File: config.mk
export PLATFORM = sky130hd
export DESIGN_NAME = seq_signed_multiplier_flat
export DESIGN_NICKNAME = d
export VERILOG_FILES = /design/src/rtl/seq_signed_multiplier_if.sv /design/src/rtl/seq_signed_multiplier.sv /design/src/flat_wrapper.sv
export SDC_FILE = /design/constraint.sdc
export NUM_CORES = 1
export LEC_CHECK = 0
export ABC_CLOCK_PERIOD_IN_PS = 8000
export CORE_MARGIN = 5
export CORE_UTILIZATION = 40
export CTS_CLUSTER_DIAMETER = 100
export DETAILED_ROUTE_END_ITERATION = 16
export GPL_TIMING_DRIVEN = 0
export SYNTH_ARGS = -nofsm -noshare
export SYNTH_HDL_FRONTEND = slang
export SYNTH_SLANG_ARGS = --single-unit
File: constraint.sdc
create_clock -name clk -period 8 [get_ports clk]
set_input_delay 1.6 -clock clk [delete_from_list [all_inputs] [get_ports clk]]
set_output_delay 1.6 -clock clk [all_outputs]
set_load 0.02 [all_outputs]
File: src/rtl/seq_signed_multiplier_if.sv
// Handshake and data bundle for seq_signed_multiplier.
// The master drives start/operands; the slave (the multiplier) returns status and product.
interface seq_signed_multiplier_if;
  logic        start;
  logic        busy;
  logic        done;
  logic [31:0] multiplicand;
  logic [31:0] multiplier;
  logic [31:0] hi;
  logic [31:0] lo;

  modport master (
    output start, multiplicand, multiplier,
    input  busy, done, hi, lo
  );

  modport slave (
    input  start, multiplicand, multiplier,
    output busy, done, hi, lo
  );
endinterface

File: src/rtl/seq_signed_multiplier.sv
// Sequential radix-2 signed 32x32 multiplier (sign-magnitude shift-add, sign fixed up at the end).
// Define MULT_EARLY_TERM_EN to leave CALC as soon as the remaining multiplier magnitude is zero.
module seq_signed_multiplier (
  input  logic                    clk,
  input  logic                    rst,
  seq_signed_multiplier_if.slave  bus
);

  typedef enum logic [1:0] {
    IDLE = 2'd0,
    CALC = 2'd1,
    FIX  = 2'd2,
    DONE = 2'd3
  } state_t;

  state_t      state;
  logic [63:0] acc;
  logic [63:0] mcand_mag;
  logic [31:0] mplier_mag;
  logic [5:0]  count;
  logic        sign;
  logic        busy_q;
  logic        done_q;
  logic [31:0] hi_q;
  logic [31:0] lo_q;

  logic [31:0] a_mag;
  logic [31:0] b_mag;
  logic [63:0] acc_next;
  logic [31:0] mplier_shift;
  logic        calc_last;

  // -2^31 negates to itself, which is exactly its unsigned magnitude
  assign a_mag = bus.multiplicand[31] ? (~bus.multiplicand + 32'd1) : bus.multiplicand;
  assign b_mag = bus.multiplier[31]   ? (~bus.multiplier + 32'd1)   : bus.multiplier;

  assign acc_next     = mplier_mag[0] ? (acc + mcand_mag) : acc;
  assign mplier_shift = mplier_mag >> 1;

`ifdef MULT_EARLY_TERM_EN
  assign calc_last = (mplier_shift == 32'd0);
`else
  assign calc_last = (count == 6'd31);
`endif

  always_ff @(posedge clk) begin
    if (rst) begin
      state      <= IDLE;
      acc        <= 64'd0;
      mcand_mag  <= 64'd0;
      mplier_mag <= 32'd0;
      count      <= 6'd0;
      sign       <= 1'b0;
      busy_q     <= 1'b0;
      done_q     <= 1'b0;
      hi_q       <= 32'd0;
      lo_q       <= 32'd0;
    end else begin
      case (state)
        IDLE: begin
          done_q <= 1'b0;
          if (bus.start) begin
            mcand_mag  <= {32'd0, a_mag};
            mplier_mag <= b_mag;
            sign       <= bus.multiplicand[31] ^ bus.multiplier[31];
            acc        <= 64'd0;
            count      <= 6'd0;
            busy_q     <= 1'b1;
            state      <= CALC;
          end
        end
        CALC: begin
          acc        <= acc_next;
          mcand_mag  <= mcand_mag << 1;
          mplier_mag <= mplier_shift;
          count      <= count + 6'd1;
          if (calc_last) begin
            state <= FIX;
          end
        end
        FIX: begin
          {hi_q, lo_q} <= sign ? (~acc + 64'd1) : acc;
          busy_q       <= 1'b0;
          done_q       <= 1'b1;
          state        <= DONE;
        end
        DONE: begin
          done_q <= 1'b0;
          state  <= IDLE;
        end
        default: begin
          busy_q <= 1'b0;
          done_q <= 1'b0;
          state  <= IDLE;
        end
      endcase
    end
  end

  assign bus.busy = busy_q;
  assign bus.done = done_q;
  assign bus.hi   = hi_q;
  assign bus.lo   = lo_q;

endmodule
File: src/flat_wrapper.sv
// flat-port wrapper written by rule: the top's interface ports become plain ports
module seq_signed_multiplier_flat 
  (clk, rst, bus_start, bus_multiplicand, bus_multiplier, bus_busy, bus_done, bus_hi, bus_lo);
  seq_signed_multiplier_if bus_i ();
  input  logic clk;
  input  logic rst;
  input wire logic [$bits(bus_i.start)-1:0] bus_start;
  input wire logic [$bits(bus_i.multiplicand)-1:0] bus_multiplicand;
  input wire logic [$bits(bus_i.multiplier)-1:0] bus_multiplier;
  output wire logic [$bits(bus_i.busy)-1:0] bus_busy;
  output wire logic [$bits(bus_i.done)-1:0] bus_done;
  output wire logic [$bits(bus_i.hi)-1:0] bus_hi;
  output wire logic [$bits(bus_i.lo)-1:0] bus_lo;
  assign bus_i.start = bus_start;
  assign bus_i.multiplicand = bus_multiplicand;
  assign bus_i.multiplier = bus_multiplier;
  assign bus_busy = bus_i.busy;
  assign bus_done = bus_i.done;
  assign bus_hi = bus_i.hi;
  assign bus_lo = bus_i.lo;
  seq_signed_multiplier u_core (.clk(clk), .rst(rst), .bus(bus_i));
endmodule
; ---- Yosys cells after proc, flatten, opt, wreduce, memory -nomap -nowiden
; Index checks and enable logic that the tools add are counted.
; Widths: inputs -> output; s select.
[classes]
addsub = 5
n_eq_ne = 7
mux = 18
bitwise = 4
n_reduce_logical = 10
[op_table]
columns = op, n
row1 = $mux 64, 4
row2 = $pmux 64 s2, 2
row3 = $mux 32, 3
row4 = $add 32x1->32 const B, 2
row5 = $add 64x1->64 const B, 1
row6 = $add 64x64->64, 1
row7 = $not 32->32, 2
row8 = $not 64->64, 1
row9 = $pmux 32 s2, 1
row10 = $pmux 6 s2, 1
row11 = $pmux 2 s4, 1
row12 = $reduce_and 2->1, 4
row13 = $add 6x1->6 const B, 1
row14 = $eq 6x5->1 const B, 1
row15 = $mux 6, 1
row16 = $reduce_bool 2->1, 3
row17 = $eq 2x2->1 const B, 2
row18 = $mux 2, 2
row19 = $ne 2x1->1 const B, 2
row20 = $pmux 1 s2, 2
row21 = $reduce_and 3->1, 1
row22 = $eq 2x1->1 const B, 1
row23 = $logic_not 2->1, 1
row24 = $ne 2x2->1 const B, 1
row25 = other kinds (3), 3
[totals]
register_bits = 235
inputBits = 67
word_cells = 54

; ---- Depth between registers and ports, before layout
[depth]
depth_word = 5
ltp_mapped = 13
mapped_depth_nobuf = 13

; ---- Worst setup path after synthesis
; Ideal clock, no wire load.
[synth_timing]
path_kind = input -> register
start = input port bus_multiplicand[7]
end = register u_core.mcand_mag[29]
setup_ns = 0.132
arrival_time_ns = 4.215
required_time_ns = 7.868
path_slack_ns = 3.652
path_stages = 10
n_path_buf = 0
path_cell_list = or4_1 -> or3_1 -> or4_1 -> nand2b_1 -> or3_1 -> o31ai_1 -> xor2_1 -> nand2_1 -> o211ai_1 -> a21oi_1
[synth_via]
elab_chain_len = 5
[synth_lines]
columns = element, line_no
row1 = "start, declared", flat_wrapper.sv:8  ; input wire logic [$bits(bus_i.multiplicand)-1:0] bus_multiplicand;
row2 = $not 32->32, seq_signed_multiplier.sv:34  ; assign a_mag = bus.multiplicand[31] ? (~bus.multiplicand + 32'd1) : bus.multiplicand;
row3 = $add 32x1->32, seq_signed_multiplier.sv:34
row4 = $mux 32, seq_signed_multiplier.sv:34
row5 = $mux 64, seq_signed_multiplier.sv:62  ; if (bus.start) begin
row6 = $pmux 64 s2, seq_signed_multiplier.sv:59  ; case (state)
row7 = "end signal, assigned", seq_signed_multiplier.sv:63  ; mcand_mag <= {32'd0, a_mag};
row8 = "end signal, assigned", seq_signed_multiplier.sv:74  ; mcand_mag <= mcand_mag << 1;
row9 = "end, declared", seq_signed_multiplier.sv:18  ; logic [63:0] mcand_mag;
; Every way passes these cells. The select of a mux whose other input is x is not followed.
; A chain may end at the register's enable or synchronous reset.

; ---- Final worst setup path
[layout_timing]
start = input port bus_multiplicand[5]
end = register u_core.mcand_mag[27]
; Same word-level chain as after synthesis.

==> summary.md <==
| Metric | Value |
|---|---|
| Status | completed |
| Asr flop ratio synth | 0 |
| WP data arrival | between 4 and 5 ns |
| Final Cell Area | 17,600 sq um |
| Max VDD drop | 0.168 mV |
| DP Area | 16,700 sq um |
| Die width | roughly 200 microns |
| DP Worst Slack | 2.88 ns |
| Synth warn | 0 |
| Post-synth top flop | dfxtp_1 |
| Kind of critical path | input pin to flop |
| # Max-Cap Violations | 0 |
| # Post-CTS Setup Buffers | 0 |
| Synth cell types | 64 |
| Antenna violations before repair | 0 |
| Setup TNS | 0 ns |
| Via density | 5.55 |
| Mapped Nets | 2,063 |
| Minimum clock period | 4.55 ns |
| TritonCTS buffer count | 26 |
| Final cell count without fillers | about 2,600 |
| Vias in the first global route | 13,700 |
| Actual slew at the worst max-slew pin | 0.961 ns |
| Post-CTS sizing | 0 |
| DP Wirelength | 37,100 microns |
| Starting Density | 0.404 |
| Final WL | 46,800 microns |
| Nets | 2,222 |
| Vias | about 14,000 |
| Worst-path fanout max | 5 |
| All-Layer GR Usage | 0.221 |
| Synth Instances | between 1,500 and 2,000 |
| Hold-fix buffers, CTS | 0 |
| Port buffer count | 131 |
| Clk sink count | 235 |
| Period Utilization, post-route | 0.569 |
| Core Area | 36,500 sq um |
| Fin. max-slew vios | 0 |
| TritonCTS clock tree | done |
| Crit start category | input pin |
| Die Area | 40,900 sq um |
| WL met3 | 3110 microns |
| Flops & latches, synth | around 240 |
| Die height | 202 microns |
| Post-route ant nets | 0 |
| GP Congestion | 0.925 |
| First-pass GRT wire length | between 70,000 and 80,000 microns |
| Area growth from synthesis to layout | 19.0% |
| Post-route DRC violation count | 0 |
| F_max | 0.220 GHz |
| Final Util | 0.482 |
| Hold slack | 0.454 ns |
| Post-synthesis sequential area ratio | 0.318 |
| Row Count | 70 |
| Worst slew margin | 0.359 |
| Syn Area/Cell | roughly 7.7 sq um |
| Share of layout cells above drive strength 1 | 0.0342 |
| Syn Std Cell Area | 14,800 sq um |
| Worst clock skew | 0.0146 ns |
| Endpoint class of the critical path | flop |
| Placed Cells | 2,523 |
| CP max stage delay | about 0.53 ns |
| Met1 wire length | 22,600 microns |
| Final Hold Fails | 0 |
| Setup WS post-layout | 3.45 ns |
| 1st-iter DRT viols | about 850 |
| P_leak | 6.93 nW |
| # setup viols final | 0 |
| CP cell instances | clkdlybuf4s50_1 > or4_1 > or3_1 > or4_1 > nand2b_1 > or3_1 > o31ai_1 > xor2_1 > nand2_1 > o211ai_1 > a21oi_1 |
| Slowest cell on the critical path | or4_1 |
| Maximum buffer depth of the clock tree | 3 |
| Power consumption | between 4 and 5 mW |
| Met2 WL | ~20,000 microns |
| Ant diodes | 0 |
| Worst Path Required | 8.43 ns |
| Post-synth EDFFs | 0 |
| R2r setup slk | 3.93 ns |
| I/O pin count | about 130 |
| Htree depth | 1 |
| CTS clk-pin slew, worst paths | 0.07 ns |
| Routed WL per cell | 18.2 microns |
| RSZ-0062 raised after global routing | no |
| CTS root buffer | clkbuf_16 |
| DR pass1 iterations | 5 |
| Total congestion overflow | 0 |
| HP Class | flop to flop |
| Highest Signal Layer | met4 |
| Largest net degree at the start of global routing | 15 |
| Pwr/cell area | roughly 260 nW/um^2 |
| Skew-Pair Late Insertion Delay | 0.56 ns |
[kinds of logic after synthesis]
kind of cell / share of synthesized area
AO/OA/AOI/OAI: 0.249
XOR/XNOR: 0.108
adder cells (fa/ha/maj): 0.0615
buffers and inverters: 0.0363
flip-flops: 0.318
multiplexers: 0.0237
AND/OR/NAND/NOR: 0.203
[final cells by class]
cell class	count	area, sq um
repair buffers	131	1310
well taps	468	586
fillers	3605	18900
inverters	25	93.8
plain buffers	118	443
flip-flops and latches	235	4700
clock inverters	13	141
clock buffers	35	776
multi-input cells	1546	9530
[Yosys cell counts (35+ instances only)]
library cell	instances	area (sq um)
o21ai_0	159	796
dfxtp_1	235	4700
o31ai_1	36	270
ha_1	71	888
mux2i_1	35	350
nor2_1	192	721
xor2_1	124	1090
xnor2_1	58	508
nand2_1	291	1090
a211oi_1	41	308
a21oi_1	154	771
a22oi_1	56	420
clkbuf_1	107	402
a21o_1	38	285
[registers in the layout, indices dropped and copies added (netlist names)]
name               flops
u_core.mplier_mag     32
u_core.bus.hi         32
u_core.acc            64
u_core.state           2
u_core.bus.lo         32
u_core.bus.busy        1
u_core.sign            1
u_core.bus.done        1
u_core.mcand_mag      64
u_core.count           6
[per-layer routing]
layer,global-route usage,vias to the layer above
met5,0,-
met4,0.0662,0
met3,0.0318,75
met2,0.343,431
met1,0.319,6539
li1,-,7212
[path summary, 6_finish.rpt]
| kind | start | endpoint | cells past startpoint |
|---|---|---|---|
| max | bus_multiplicand[5] | u_core.mcand_mag[27]$_SDFFE_PP0P_ | 11 |
| min | u_core.mplier_mag[11]$_SDFFE_PP0P_ | u_core.mplier_mag[11]$_SDFFE_PP0P_ | 2 |
| max reg2reg | u_core.acc[16]$_SDFFE_PP0P_ | u_core.acc[61]$_SDFFE_PP0P_ | 12 |
| min reg2reg | u_core.mplier_mag[11]$_SDFFE_PP0P_ | u_core.mplier_mag[11]$_SDFFE_PP0P_ | 2 |
[worst max-delay path, delay by kind of cell]
family / cells / cell delay [ns]
compound gates: 3 / 0.51
simple gates: 6 / 2.20
xor+xnor: 1 / 0.18
buf+inv: 1 / 0.49
[cell usage in the layout (no fill, tap or decap), types with 17 or more instances in the layout]
master / synthesis / layout
nor3_1: 27 / 27
nor2_1: 192 / 192
ha_1: 71 / 71
nand2b_1: 17 / 17
mux2i_1: 35 / 35
dfxtp_1: 235 / 235
xnor2_1: 58 / 58
xor2_1: 124 / 124
o21ai_0: 159 / 159
nand4_1: 22 / 22
nand3_1: 20 / 20
or3_1: 24 / 24
o211ai_1: 22 / 22
clkbuf_1: 107 / 108
a21o_1: 38 / 38
o31ai_1: 36 / 36
a22oi_1: 56 / 56
clkbuf_16: 0 / 27
inv_1: 25 / 25
clkdlybuf4s50_1: 0 / 131
a21oi_1: 154 / 154
nand2_1: 291 / 291
a211oi_1: 41 / 41
[where the power goes]
group / total, mW / switching [mW] / internal, mW
logic: 1.76 / 1.14 / 0.617
registers: 1.55 / 0.165 / 1.38
clock network: 1.27 / 0.518 / 0.747
total: 4.57 / 1.82 / 2.75
No activity file was read; power rests on OpenSTA's default activity.
